### src/rtl/pc_fetch_unit.sv
// Instruction-fetch front end: PC register, next-PC select,
// IF/ID capture with stall, flush and saturating redirect count.
module pc_fetch_unit #(
  parameter logic [31:0] RESET_PC = 32'h0000_0000,
  parameter logic [31:0] NOP_WORD = 32'h0000_0000
) (
  input  logic        clk,
  input  logic        reset,
  input  logic        stall,
  input  logic        branch_taken,
  input  logic [31:0] branch_target,
  input  logic        jump,
  input  logic [31:0] jump_target,
  input  logic [31:0] imem_data,
  output logic [31:0] imem_addr,
  output logic [31:0] pc,
  output logic [31:0] if_id_instr,
  output logic [31:0] if_id_pc_plus4,
  output logic        if_id_valid,
  output logic [15:0] redirect_count
);

  typedef struct packed {
    logic [31:0] instr;
    logic [31:0] pc_plus4;
    logic        valid;
  } if_id_t;

  logic [31:0] pc_q;
  logic [31:0] pc_plus4;
  logic [31:0] target;
  logic        redirect;
  if_id_t      if_id_q;
  logic [15:0] cnt_q;

  assign pc_plus4 = pc_q + 32'd4;
  assign redirect = branch_taken | jump;

  // branch has priority when both redirects arrive together
  always_comb begin
    target = jump_target & 32'hFFFF_FFFC;
    if (branch_taken)
      target = branch_target & 32'hFFFF_FFFC;
  end

  always_ff @(posedge clk) begin
    if (reset) begin
      pc_q    <= RESET_PC;
      if_id_q <= '{instr: NOP_WORD, pc_plus4: 32'd0, valid: 1'b0};
      cnt_q   <= 16'd0;
    end else if (redirect) begin
      pc_q    <= target;
      if_id_q <= '{instr: NOP_WORD, pc_plus4: 32'd0, valid: 1'b0};
      if (cnt_q != 16'hFFFF)
        cnt_q <= cnt_q + 16'd1;
    end else if (!stall) begin
      pc_q    <= pc_plus4;
      if_id_q <= '{instr: imem_data, pc_plus4: pc_plus4, valid: 1'b1};
    end
  end

  assign imem_addr      = pc_q;
  assign pc             = pc_q;
  assign if_id_instr    = if_id_q.instr;
  assign if_id_pc_plus4 = if_id_q.pc_plus4;
  assign if_id_valid    = if_id_q.valid;
  assign redirect_count = cnt_q;

endmodule

### config.mk
export PLATFORM = sky130hd
export DESIGN_NAME = pc_fetch_unit
export DESIGN_NICKNAME = d
export VERILOG_FILES = /design/src/rtl/pc_fetch_unit.sv
export SDC_FILE = /design/constraint.sdc
export NUM_CORES = 1
export LEC_CHECK = 0
export CORE_MARGIN = 2
export CORE_UTILIZATION = 30
export CTS_BUF_LIST = sky130_fd_sc_hd__clkbuf_2
export DETAILED_ROUTE_END_ITERATION = 8
export HOLD_SLACK_MARGIN = 0.03
export SYNTH_ARGS = -nofsm -noshare
export SYNTH_HDL_FRONTEND = slang
export SYNTH_SLANG_ARGS = --single-unit
export TNS_END_PERCENT = 50
### constraint.sdc
create_clock -name clk -period 2.4 [get_ports clk]
set_input_delay 0.48 -clock clk [delete_from_list [all_inputs] [get_ports clk]]
set_output_delay 0.48 -clock clk [all_outputs]
set_load 0.01 [all_outputs]
# ---- Word level (Yosys, flattened, before mapping)
# Cells that the tools add are included.
dict set report totals {
  regBits 113
  in_bits 101
}
dict set report op_classes {
  n_bitwise 1
  reduce_logical 2
  eq_ne 2
  add_sub_neg 2
  n_mux 3
}
# cell n
set ops {}
lappend ops {{2-to-1 mux 32 bit} 3}
lappend ops {{adder 32 x 3 -> 32 bit (second input constant)} 1}
lappend ops {{adder 16 x 1 -> 16 bit (second input constant)} 1}
lappend ops {{!= test 16 bit (second input constant)} 1}
lappend ops {{!= test 2 x 1 -> 1 bit (second input constant)} 1}
lappend ops {{AND reduction 2 bit} 1}
lappend ops {{OR reduction 2 bit} 1}
lappend ops {{bitwise OR 1 bit} 1}

# ---- Logic depth before layout (Yosys ltp)
dict set report logic_depth {
  word_depth 3
  ltp_mapped 7
}

# ---- Worst setup path before layout
# OpenSTA, ideal clock, no wires.
dict set report synth_timing {
  path_type {reg-to-reg}
  startpoint {register pc_q[2] (netlist: imem_addr[2])}
  endpoint {register if_id_q, in the netlist if_id_pc_plus4[26]}
  path_stages_with_launch 6
  t_arrival_ns 1.948
  n_path_buf 0
  path_slack_ns 0.378
  cell_sequence {dfxtp_1 -> ha_1 -> nand3_2 -> or3_4 -> or4_1 -> a31oi_1}
}
dict set report synth_between {
  elab_chain_len 1
}
# element line
set synth_rtl {}
lappend synth_rtl {{start: declaration} 29} ;# logic [31:0] pc_q;
lappend synth_rtl {{start signal: assignment} 52} ;# pc_q <= target;
lappend synth_rtl {{start signal: assignment} 57} ;# pc_q <= pc_plus4;
lappend synth_rtl {{adder 32 x 3 -> 32 bit} 36} ;# assign pc_plus4 = pc_q + 32'd4;
lappend synth_rtl {{end signal: assignment} 49} ;# if_id_q <= '{instr: NOP_WORD, pc_plus4: 32'd0, valid: 1'b0};
lappend synth_rtl {{end signal: assignment} 53} ;# if_id_q <= '{instr: NOP_WORD, pc_plus4: 32'd0, valid: 1'b0};
lappend synth_rtl {{end signal: assignment} 58} ;# if_id_q <= '{instr: imem_data, pc_plus4: pc_plus4, valid: 1'b1};
lappend synth_rtl {{end: declaration} 33} ;# if_id_t if_id_q;
# No other way between the ends.
# A chain may end at the register's enable or synchronous reset.

# ---- Worst setup path in the final report
dict set report layout_timing {
  startpoint {register pc_q[29] (netlist: imem_addr[29])}
  endpoint {output port pc[29]}
}
# element line
set layout_lines {}
lappend layout_lines {{end: declaration} 16} ;# output logic [31:0] pc,
# No word-level cell between the ends.

==> flow_summary.toml <==
[placed_design]
port_buffers = 235
place.gp.congestion = 0.7810
dp_hpwl_mm = 14.58
dpl_cell_area_um2 = 8457
place_inst = 1179

[timing]
drv_slew = 0
finClkSkew_ns = 0.03913
worst_pin_slew_ns = 0.6701
hold_viol = 0
min_period_ns = 2.261
grt_setup_unrepaired = "false"
setup_violations = 0
max_slew_margin_pct = 54.91
fmax_mhz = 442.3
post-route-period-util_pct = 94.21
final.setup.tns_ns = 0

[yosys]
netlist_area_um2 = 5906
synth_top_flop_cell = "dfxtp_1"
synth_warnings = 0
syn_inst = 722
synth_seq_cells = 109
seq_area_frac_synth_pct = 36.95
syn_area_per_cell_um2 = 8.180
synth_cell_type_count = 59
synth_edf_count = 0
async_reset_ff_share_pct = 0

[final_layout]
fin_nets = 1029
layoutNonFillerInstCount = 1198
synthToLayoutAreaGrowth_pct = 45.49
final_cell_mix = "clkdlybuf4s50_1 (231), dfxtp_1 (95), nor2_1 (68)"
multi_input_area_um2 = 3212
design_area_um2 = 8592
fill_cells = 2023
layout-drive-gt1-share_pct = 10.63
final_common_cell = "clkdlybuf4s50_1"
utilization_pct = 44.29
register_area_um2 = 2205

[die]
die_w_um = 144.3
core-area_um2 = 19400
rows = 51
die-area_um2 = 20820
io_pins = 246
die_h_um = 144.3
initial_core_util_pct = 30.44

[clock_tree]
cts-hold-fix-buffers = 0
cts_tree = "built"
clockBufferDepth = 2
clkTransAtPathRegs_ns = 0.33
cts_max_level = 3
clock_sinks = 109
insertion_delay_ns = 0.64
cts_root_buf = "clkbuf_2"
cts_buffers = 9

[critical_path]
crit_fanout = 6
worstPathRequired_ns = 1.92
reg2reg_from = "imem_addr[12]"
crit_chain = "clkdlybuf4s50_1"
crit_path_start_kind = "register"
cp_top_family = "buffers and inverters"
critPathBufInv = 1
reg2reg_slack_ns = 0.32
end_kind = "output port"
critPathArrivalTime_ns = 1.78
slowest_delay_ns = 0.60
cpMaxStageDelayCell = "clkdlybuf4s50_1"
crit_start = "imem_addr[29]"
critical_path_class = "register to output port"

[power_and_ir_drop]
power.density_nw_per_um2 = 421.6
power_mw = 3.622
ir_drop_v = 0.0002367
p_leak_nw = 3.157

[routing]
drc = 0
drt-total-wl_mm = 19.87
antenna_left = 0
wire_per_inst_um = 16.58
firstDrtPassIters = 4
vias = 5945
vias_per_cell = 4.962
drt-initial-drc-count = 259

[global_route]
grt-ovfl-total = 0
grt_pass1_wl_mm = 30.65
antenna_found_initial = 1
grt_usage_pct = 18.82
grt_max_degree = 65
grt_pass1_vias = 5647

[hold_path]
hp-start = "stall"
hold_path_class = "primary input to register"

[run]
cap_violations = 0

[run_status]
status = "finished clean"
-- report_power, final --
| part | internal (mW) | switching [mW] | total, mW |
|---|---|---|---|
| combinational | 0.457 | 0.366 | 0.824 |
| sequential | 1.88 | 0.0715 | 1.96 |
| clock | 0.151 | 0.691 | 0.843 |
-- stage by stage --
step	setup WS, ns	hold slack, ns
finish	0.1390	0.2407
global route	0.001625	0.2091
CTS	0.005302	0.1597
detailed placement	0.2858	0.4470
global placement	0.3112	0.4442
floorplan	0.3780	0.4856
-- Yosys cell counts, drive strengths merged, types with 8 or more instances --
cell	number	share of area, %
a211oi	10	1.3
dfxtp	109	37
nand2	51	3.2
inv	17	1.1
nand3	25	2.2
buf	54	5.9
nand3b	18	2.3
nor2	69	4.4
xnor2	10	1.5
clkbuf	35	2.2
nor3	21	1.8
a21oi	62	5.3
nor4	15	1.8
mux2	8	1.5
and4	8	1.2
mux2i	35	5.9
o2bb2ai	8	1.2
o21ai	30	2.5
nand4	20	2.4
nor2b	13	1.4
-- tightest hold or removal path, stage by stage --
cell and delay [ns]:
buf_4 0.16, a211oi_1 0.07, nor3_1 0.15
-- cell families (layout without fill, tap and decap cells) --
logic type	Yosys count	count (layout)	synth area share, %
and+or+nand+nor	277	277	25.23
AOI/OAI and AO/OA	168	168	18.26
DFF	109	109	36.95
buffers and inverters	106	310	9.237
muxes	43	43	7.458
xor gates and xnor gates	16	16	2.373
adders and majority gates	2	2	0.4237
other	1	8	0.06350
-- layout make-up --
type | instances | area share [%]
inverter | 17 | 0.7427
clock buffer | 9 | 0.5242
tap | 265 | 3.859
clock inverter | 7 | 0.6407
sequential | 109 | 25.66
multi-input combinational | 512 | 37.38
timing repair buffer | 277 | 31.13
antenna | 2 | 0.05825
-- final timing paths --
kind                                           end  cells past startpoint
worst max-delay path                        pc[29]                      1
worst min register to register   if_id_pc_plus4[6]                      2
worst max register to register  if_id_pc_plus4[19]                      4
worst min-delay path            if_id_pc_plus4[31]                      3
-- state kept, by name, indices dropped and copies added (netlist names) --
register,flops
if_id_instr,32
if_id_valid,1
imem_addr,30
if_id_pc_plus4,30
redirect_count,16
-- per-layer routing --
layer / up-vias / global-route usage (%) / routed length, um
met5: - / 0 / 0
met4: 0 / 3.628 / 178
met3: 13 / 6.921 / 1658
met2: 181 / 32.08 / 9370
met1: 2777 / 22.89 / 8657
li1: 2974 / - / -
-- repair_timing --
item | 4_1_cts | 5_1_grt
pin swaps | 0 | 0
buffers inserted | 0 | 1
gates resized for setup | 3 | 13
endpoints found under the hold margin | 0 | 0
setup endpoints to repair | 6 | 24
(Power assumes the default switching activity.)
